**src/rtl/bpsk_pkg.sv**
```systemverilog
// Shared types and constants for the BPSK transmit frame scheduler.
package bpsk_pkg;

  typedef enum logic [2:0] {
    StIdle,
    StPreamble,
    StSync,
    StLen,
    StPayload,
    StCheck
  } state_e;

  localparam logic [7:0] PREAMBLE_BYTE     = 8'hAA;
  localparam logic [7:0] DEFAULT_SYNC_WORD = 8'hD3;

endpackage

```
**src/rtl/bpsk_byte_fifo.sv**
```systemverilog
// Synchronous byte FIFO with first-word-fall-through read data.
module bpsk_byte_fifo #(
  parameter int unsigned DEPTH = 16
) (
  input  logic                     clk_i,
  input  logic                     rst_n,
  input  logic                     push_i,
  input  logic [7:0]               wdata_i,
  input  logic                     pop_i,
  output logic [7:0]               rdata_o,
  output logic                     full_o,
  output logic                     empty_o,
  output logic [$clog2(DEPTH):0]   count_o
);

  localparam int unsigned AW = $clog2(DEPTH);

  logic [7:0]    mem_q [DEPTH];
  logic [AW-1:0] wr_ptr_q, rd_ptr_q;
  logic [AW:0]   count_q, count_d;
  logic          do_push, do_pop;

  assign full_o  = (count_q == (AW+1)'(DEPTH));
  assign empty_o = (count_q == '0);
  assign count_o = count_q;
  assign do_push = push_i & ~full_o;
  assign do_pop  = pop_i & ~empty_o;
  assign rdata_o = mem_q[rd_ptr_q];

  // Occupancy: simultaneous push and pop leave the count unchanged.
  always_comb begin
    count_d = count_q;
    if (do_push && !do_pop) begin
      count_d = count_q + (AW+1)'(1);
    end else if (do_pop && !do_push) begin
      count_d = count_q - (AW+1)'(1);
    end
  end

  // Pointer and count registers; pointers wrap naturally (power-of-2 depth).
  always_ff @(posedge clk_i or negedge rst_n) begin
    if (!rst_n) begin
      wr_ptr_q <= '0;
      rd_ptr_q <= '0;
      count_q  <= '0;
    end else begin
      count_q <= count_d;
      if (do_push) wr_ptr_q <= wr_ptr_q + AW'(1);
      if (do_pop)  rd_ptr_q <= rd_ptr_q + AW'(1);
    end
  end

  // Storage array, no reset needed: contents are only read when count > 0.
  always_ff @(posedge clk_i) begin
    if (do_push) mem_q[wr_ptr_q] <= wdata_i;
  end

endmodule

```
**src/rtl/bpsk_frame_scheduler.sv**
```systemverilog
// Buffers received bytes and emits framed, symbol-paced, MSB-first bit stream:
// preamble, sync, length, payload, XOR checksum.
module bpsk_frame_scheduler
  import bpsk_pkg::*;
#(
  parameter int unsigned FIFO_DEPTH     = 16,
  parameter int unsigned MAX_PAYLOAD    = 16,
  parameter int unsigned PREAMBLE_BYTES = 2,
  parameter logic [7:0]  SYNC_WORD      = DEFAULT_SYNC_WORD,
  parameter int unsigned SYMBOL_DIV     = 16,
  parameter int unsigned IDLE_TIMEOUT   = 1024
) (
  input  logic                          sysclk_i,
  input  logic                          rst_n,
  input  logic [7:0]                    in_data_i,
  input  logic                          in_valid_i,
  output logic                          in_ready_o,
  output logic                          sym_bit_o,
  output logic                          sym_valid_o,
  output logic                          tx_active_o,
  output logic                          frame_done_o,
  output logic [$clog2(FIFO_DEPTH):0]   fifo_count_o
);

  localparam int unsigned CW    = $clog2(FIFO_DEPTH) + 1;
  localparam int unsigned DIV_W = $clog2(SYMBOL_DIV);
  localparam int unsigned TO_W  = $clog2(IDLE_TIMEOUT + 1);

  localparam logic [CW-1:0]    MaxCnt  = CW'(MAX_PAYLOAD);
  localparam logic [DIV_W-1:0] DivLast = DIV_W'(SYMBOL_DIV - 1);
  localparam logic [TO_W-1:0]  ToMax   = TO_W'(IDLE_TIMEOUT);
  localparam logic [7:0]       PreLast = 8'(PREAMBLE_BYTES - 1);

  state_e           state_q, state_d;
  logic [DIV_W-1:0] div_q, div_d;
  logic [2:0]       bit_q, bit_d;
  logic [7:0]       byte_q, byte_d;
  logic [7:0]       len_q, len_d;
  logic [7:0]       shift_q, shift_d;
  logic [7:0]       chk_q, chk_d;
  logic [TO_W-1:0]  to_q, to_d;
  logic             done_q, done_d;

  logic             fifo_full, fifo_empty, accept, pop, start, sym_end, byte_end;
  logic [7:0]       fifo_rdata;
  logic [CW-1:0]    fifo_count;

  bpsk_byte_fifo #(
    .DEPTH (FIFO_DEPTH)
  ) u_fifo (
    .clk_i   (sysclk_i),
    .rst_n   (rst_n),
    .push_i  (in_valid_i),
    .wdata_i (in_data_i),
    .pop_i   (pop),
    .rdata_o (fifo_rdata),
    .full_o  (fifo_full),
    .empty_o (fifo_empty),
    .count_o (fifo_count)
  );

  assign in_ready_o   = ~fifo_full;
  assign accept       = in_valid_i & ~fifo_full;
  assign fifo_count_o = fifo_count;

  assign sym_end  = (div_q == DivLast);
  assign byte_end = sym_end && (bit_q == 3'd7);
  assign start    = (state_q == StIdle) && !fifo_empty &&
                    ((fifo_count >= MaxCnt) || (to_q == ToMax));
  // Payload byte leaves the FIFO during its first symbol; it was already
  // peeked into the shift register at the preceding byte boundary.
  assign pop      = (state_q == StPayload) && (div_q == '0) && (bit_q == 3'd0);

  assign tx_active_o  = (state_q != StIdle);
  assign sym_valid_o  = tx_active_o && (div_q == '0);
  assign sym_bit_o    = tx_active_o && shift_q[7];
  assign frame_done_o = done_q;

  // Idle timeout: cleared by any accepted byte, runs only while idle with data buffered.
  always_comb begin
    to_d = to_q;
    if (accept) begin
      to_d = '0;
    end else if ((state_q == StIdle) && !fifo_empty && (to_q != ToMax)) begin
      to_d = to_q + TO_W'(1);
    end
  end

  // Frame sequencer: symbol divider, bit/byte counters and byte loading per state.
  always_comb begin
    state_d = state_q;
    div_d   = div_q;
    bit_d   = bit_q;
    byte_d  = byte_q;
    len_d   = len_q;
    shift_d = shift_q;
    chk_d   = chk_q;
    done_d  = 1'b0;

    if (state_q != StIdle) begin
      if (sym_end) begin
        div_d   = '0;
        bit_d   = bit_q + 3'd1;
        shift_d = {shift_q[6:0], 1'b0};
      end else begin
        div_d = div_q + DIV_W'(1);
      end
    end

    unique case (state_q)
      StIdle: begin
        if (start) begin
          state_d = StPreamble;
          len_d   = (fifo_count >= MaxCnt) ? 8'(MAX_PAYLOAD) : 8'(fifo_count);
          div_d   = '0;
          bit_d   = 3'd0;
          byte_d  = 8'd0;
          shift_d = PREAMBLE_BYTE;
          chk_d   = 8'd0;
        end
      end
      StPreamble: begin
        if (byte_end) begin
          if (byte_q == PreLast) begin
            state_d = StSync;
            byte_d  = 8'd0;
            shift_d = SYNC_WORD;
          end else begin
            byte_d  = byte_q + 8'd1;
            shift_d = PREAMBLE_BYTE;
          end
        end
      end
      StSync: begin
        if (byte_end) begin
          state_d = StLen;
          shift_d = len_q;
        end
      end
      StLen: begin
        if (byte_end) begin
          state_d = StPayload;
          byte_d  = 8'd0;
          shift_d = fifo_rdata;
          chk_d   = chk_q ^ fifo_rdata;
        end
      end
      StPayload: begin
        if (byte_end) begin
          if (byte_q == len_q - 8'd1) begin
            state_d = StCheck;
            shift_d = chk_q;
          end else begin
            byte_d  = byte_q + 8'd1;
            shift_d = fifo_rdata;
            chk_d   = chk_q ^ fifo_rdata;
          end
        end
      end
      StCheck: begin
        if (byte_end) begin
          state_d = StIdle;
          shift_d = 8'd0;
          done_d  = 1'b1;
        end
      end
      default: state_d = StIdle;
    endcase
  end

  // State registers; reset abandons any frame in flight.
  always_ff @(posedge sysclk_i or negedge rst_n) begin
    if (!rst_n) begin
      state_q <= StIdle;
      div_q   <= '0;
      bit_q   <= 3'd0;
      byte_q  <= 8'd0;
      len_q   <= 8'd0;
      shift_q <= 8'd0;
      chk_q   <= 8'd0;
      to_q    <= '0;
      done_q  <= 1'b0;
    end else begin
      state_q <= state_d;
      div_q   <= div_d;
      bit_q   <= bit_d;
      byte_q  <= byte_d;
      len_q   <= len_d;
      shift_q <= shift_d;
      chk_q   <= chk_d;
      to_q    <= to_d;
      done_q  <= done_d;
    end
  end

endmodule

```
**config.mk**
```make
export PLATFORM = sky130hd
export DESIGN_NAME = bpsk_frame_scheduler
export DESIGN_NICKNAME = d
export VERILOG_FILES = /design/src/rtl/bpsk_pkg.sv /design/src/rtl/bpsk_byte_fifo.sv /design/src/rtl/bpsk_frame_scheduler.sv
export SDC_FILE = /design/constraint.sdc
export NUM_CORES = 1
export LEC_CHECK = 0
export CAP_MARGIN = 20
export CORE_AREA = 4 4 141 143
export DETAILED_ROUTE_END_ITERATION = 6
export DIE_AREA = 0 0 145 147
export GPL_TIMING_DRIVEN = 0
export PLACE_DENSITY = 0.73
export SETUP_SLACK_MARGIN = 0.1
export SLEW_MARGIN = 20
export SYNTH_ARGS = -nofsm -noshare
export SYNTH_HDL_FRONTEND = slang
export SYNTH_SLANG_ARGS = --single-unit
```
**constraint.sdc**
```tcl
create_clock -name sysclk_i -period 4.7 [get_ports sysclk_i]
set_input_delay 0.705 -clock sysclk_i [delete_from_list [all_inputs] [get_ports sysclk_i]]
set_output_delay 0.705 -clock sysclk_i [all_outputs]
set_load 0.03 [all_outputs]
```
==> impl_results.md <==
* Outcome: complete, no violations
* Clock transition at path regs at 0.08 ns
* Proportion of layout cells with a drive suffix above 1 at 13.0%
* Largest fanout of any net on the critical path at 10
* Number of cells in the design after placement at about 950
* Number of register bits inferred by synthesis at ~190
* Number of synthesized flops with an enable pin at 128
* Final hold vios at 0
* Setup crit end kind: output pin
* Post-synthesis share of cell area spent on and, or, nand and nor gates at 11.7%
* Fin worst setup slack at 1.18 ns
* Start-to-end type of the worst setup path: reg2out
* Sequential area share after synthesis at about three fifths
* DRC Markers at 0
* Max-cap viol count at 0
* Top library cells by usage in the layout, fill and taps aside: sky130_fd_sc_hd__edfxtp_1 (128), sky130_fd_sc_hd__nand2_1 (67), sky130_fd_sc_hd__dfrtp_1 (64), sky130_fd_sc_hd__nor2_1 (41), sky130_fd_sc_hd__mux4_2 (38)
* Switching fraction of total power at 34.6%
* Die height at between 100 and 150 um
* Worst clock skew at approximately 0.014 ns
* TritonCTS Buffers at 17
* Max Slew Vio Count at 0
* DR WL/cell at 20.7 um
* Number of sinks handled by clock tree synthesis at roughly 190
* # rows at 50
* Post-route antenna net violation count at 0
* Die Outline Area at around 0.021 mm2
* Placer Congestion at 0.997
* Startpoint type of the worst setup path: flip-flop
* Vias per std cell at 6.00
* Total of warnings raised by yosys at 0
* Final critical-path share of the clock period at 74.8%
* First-pass GRT wire length at 33200 um
* Total I/O pin count at 21
* Synth async-reset ratio at 33.3%
* Primary flip-flop cell chosen by synthesis mapping: sky130_fd_sc_hd__edfxtp_1
* Pwr dens at 486 mW/mm2
* Total global-route track usage at 19.8%
* Clock power share at 29.8%
* Post-synthesis mux area share at 11.4%
* Area growth, synth to finish at 12.5%
* Setup Slack @ Placement at ~1.2 ns
* Data arrival time of the critical path at 2.81 ns
* Number of distinct library cell variants in the gate-level netlist after synthesis at 65
* Number of setup buffers added after CTS at 0
* Synthesized Nets at 725
* Core Footprint at 0.0186 mm2
* Period minus WS final at 3.52 ns
* Post-CTS Hold Fix Bufs at 0
* Largest net degree at the start of global routing at 55
* Synth area leader: sky130_fd_sc_hd__edfxtp_1
* Synthesized netlist cell count at about 700
* Cell area after synthesis at 0.00916 mm2
* Class of the most critical hold timing path: in2async
* Number of buffers on the longest clock path at 2
* Htree depth at 4
* Net switching component of the power at 0.00173 W
* Leak at 3.78 nW
* Actual slew at the worst max-slew pin at 0.742 ns
* Number of failing setup endpoints in the final timing report at 0
* Worst hold margin at around 0.11 ns
* Number of antenna repair diodes at 0
* Number of vias in the routed layout at 5887
* Vias in the first global route at 5961
* Post-synthesis adder-cell area fraction at 2.81%
* TritonRoute pass-1 iters at 5
* Antenna violations before repair at 0
* Average footprint of a synthesized cell at 13.2 um2
* Sequential cell fraction of total power at 43.7%
* Max-slew headroom at the worst pin at about half
* Max Clock Freq at roughly 280 MHz
* Initial core utilization at 49.3%
* Maximum vdd ir drop at 364 uV
* HPWL after detailed placement at ~14000 um
* DRT Wirelength at 20300 um
* Post-Synth XOR/XNOR Area at between 2 and 3%
* Setup TNS after final layout at 0 ns
* Main combinational cell family by area after synthesis: simple AND/OR/NAND/NOR gates
* Worst EP required at roughly 4.0 ns
* Number of port buffers at 20
* Leading cell type in the layout, fill and taps excluded: sky130_fd_sc_hd__edfxtp_1
* Post-CTS Resized at 0
* Net count, final at 765
* Clock insertion delay at the later pin of the skew report at ~0.44 ns
* Initial DRC Count at 712
* RSZ-0062 raised after global routing: no
* Total overflow reported by the global router at 0
* Comb pwr share at 26.4%
* Compound-gate portion of the synthesized area at 8.88%
* Die X-Extent at 145 um
* Cell types with the largest area share after synthesis: sky130_fd_sc_hd__edfxtp_1 (42%), sky130_fd_sc_hd__dfrtp_1 (17%), sky130_fd_sc_hd__mux4_2 (9.3%)
* Master cell of the clock root buffer: sky130_fd_sc_hd__clkbuf_16
* Area share of the largest cell type after synthesis at 42.0%
* Internal Dissipation at between 0.003 and 0.004 W
* Clock tree from TritonCTS: done
* Post-route insts no fill at slightly below 1k
-- Yosys cell counts (all sizes together) (8+ instances only) --
library cell	number
ha	19
nor2	41
nand2	69
edfxtp	128
o21ai	28
mux4	38
dfrtp	64
and4	8
inv	25
nand2b	8
xnor2	19
nor3	9
nand3	27
a21o	9
and2	12
xor2	11
nand4	10
buf	11
mux2i	13
and3	12
clkbuf	26
a21oi	31
-- critical path, stage by stage (launching register included) --
cell,delay [ns]
sky130_fd_sc_hd__dfrtp_1,0.33
sky130_fd_sc_hd__clkbuf_1,0.34
sky130_fd_sc_hd__nor3_1,0.18
sky130_fd_sc_hd__inv_1,0.17
sky130_fd_sc_hd__clkbuf_1,0.47
sky130_fd_sc_hd__and2_1,0.22
sky130_fd_sc_hd__clkdlybuf4s50_1,0.67
-- through the flow --
stage                     total power [W]  instance area (um2)  utilization (%)
after floorplan                   0.00310                 9160                -
after global placement            0.00346                 9650             51.9
after detailed placement          0.00354                 9680             52.1
after CTS                         0.00502                10300             55.4
after global routing              0.00527                10300             55.4
final                             0.00500                10300             55.4
-- state kept, by name (all words and copies together), names as in the netlist --
name / cells
bit_q: 3
byte_q: 8
chk_q: 8
div_q: 4
frame_done_o: 1
len_q: 5
shift_q: 8
state_q: 3
to_q: 11
u_fifo.count_o: 5
u_fifo.mem_q: 128
u_fifo.rd_ptr_q: 4
u_fifo.wr_ptr_q: 4
-- kinds of logic after synthesis --
kind of cell               Yosys count
muxes                               56
DFF                                192
xor gates and xnor gates            30
adders and majority gates           20
AOI/OAI and AO/OA                  120
buffers and inverters               62
and+or+nand+nor                    214
-- per-layer routing --
layer	GRT usage, %	routed length, um
met1	26.7	8830
met2	33.0	10200
met3	4.07	925
met4	5.42	339
met5	0	0
-- layout make-up --
| cell class | count | area (um2) |
|---|---|---|
| Multi-Input combinational cell | 440 | 3450 |
| Fill cell | 1478 | 8280 |
| Clock buffer | 17 | 425 |
| Sequential cell | 192 | 5450 |
| Tap cell | 234 | 293 |
| Buffer | 37 | 170 |
| Clock inverter | 15 | 198 |
| Inverter | 25 | 93.8 |
| Timing Repair Buffer | 21 | 225 |
-- final timing paths --
kind | from | depth (start not counted) | slack, ns | to
worst max register to register | u_fifo.count_o[0] | 13 | 1.36 | u_fifo.count_o[4]
worst min register to register | chk_q[7] | 3 | 0.56 | chk_q[7]
worst min-delay path | rst_n | 1 | 0.11 | u_fifo.wr_ptr_q[0]
max in group asynchronous | rst_n | 2 | 4.07 | byte_q[7]
min in group sysclk_i | chk_q[7] | 3 | 0.56 | chk_q[7]
worst max-delay path | state_q[1] | 6 | 1.18 | sym_bit_o
-- power by group through the flow --
stage               Clock (W)  Combinational, W  Sequential [W]
floorplan                   0          0.000885         0.00222
global placement            0           0.00126         0.00220
detailed placement          0           0.00131         0.00222
CTS                   0.00151           0.00132         0.00219
global route          0.00160           0.00146         0.00221
finish                0.00149           0.00132         0.00219
Note: power is estimated with default switching activity, not from simulation.
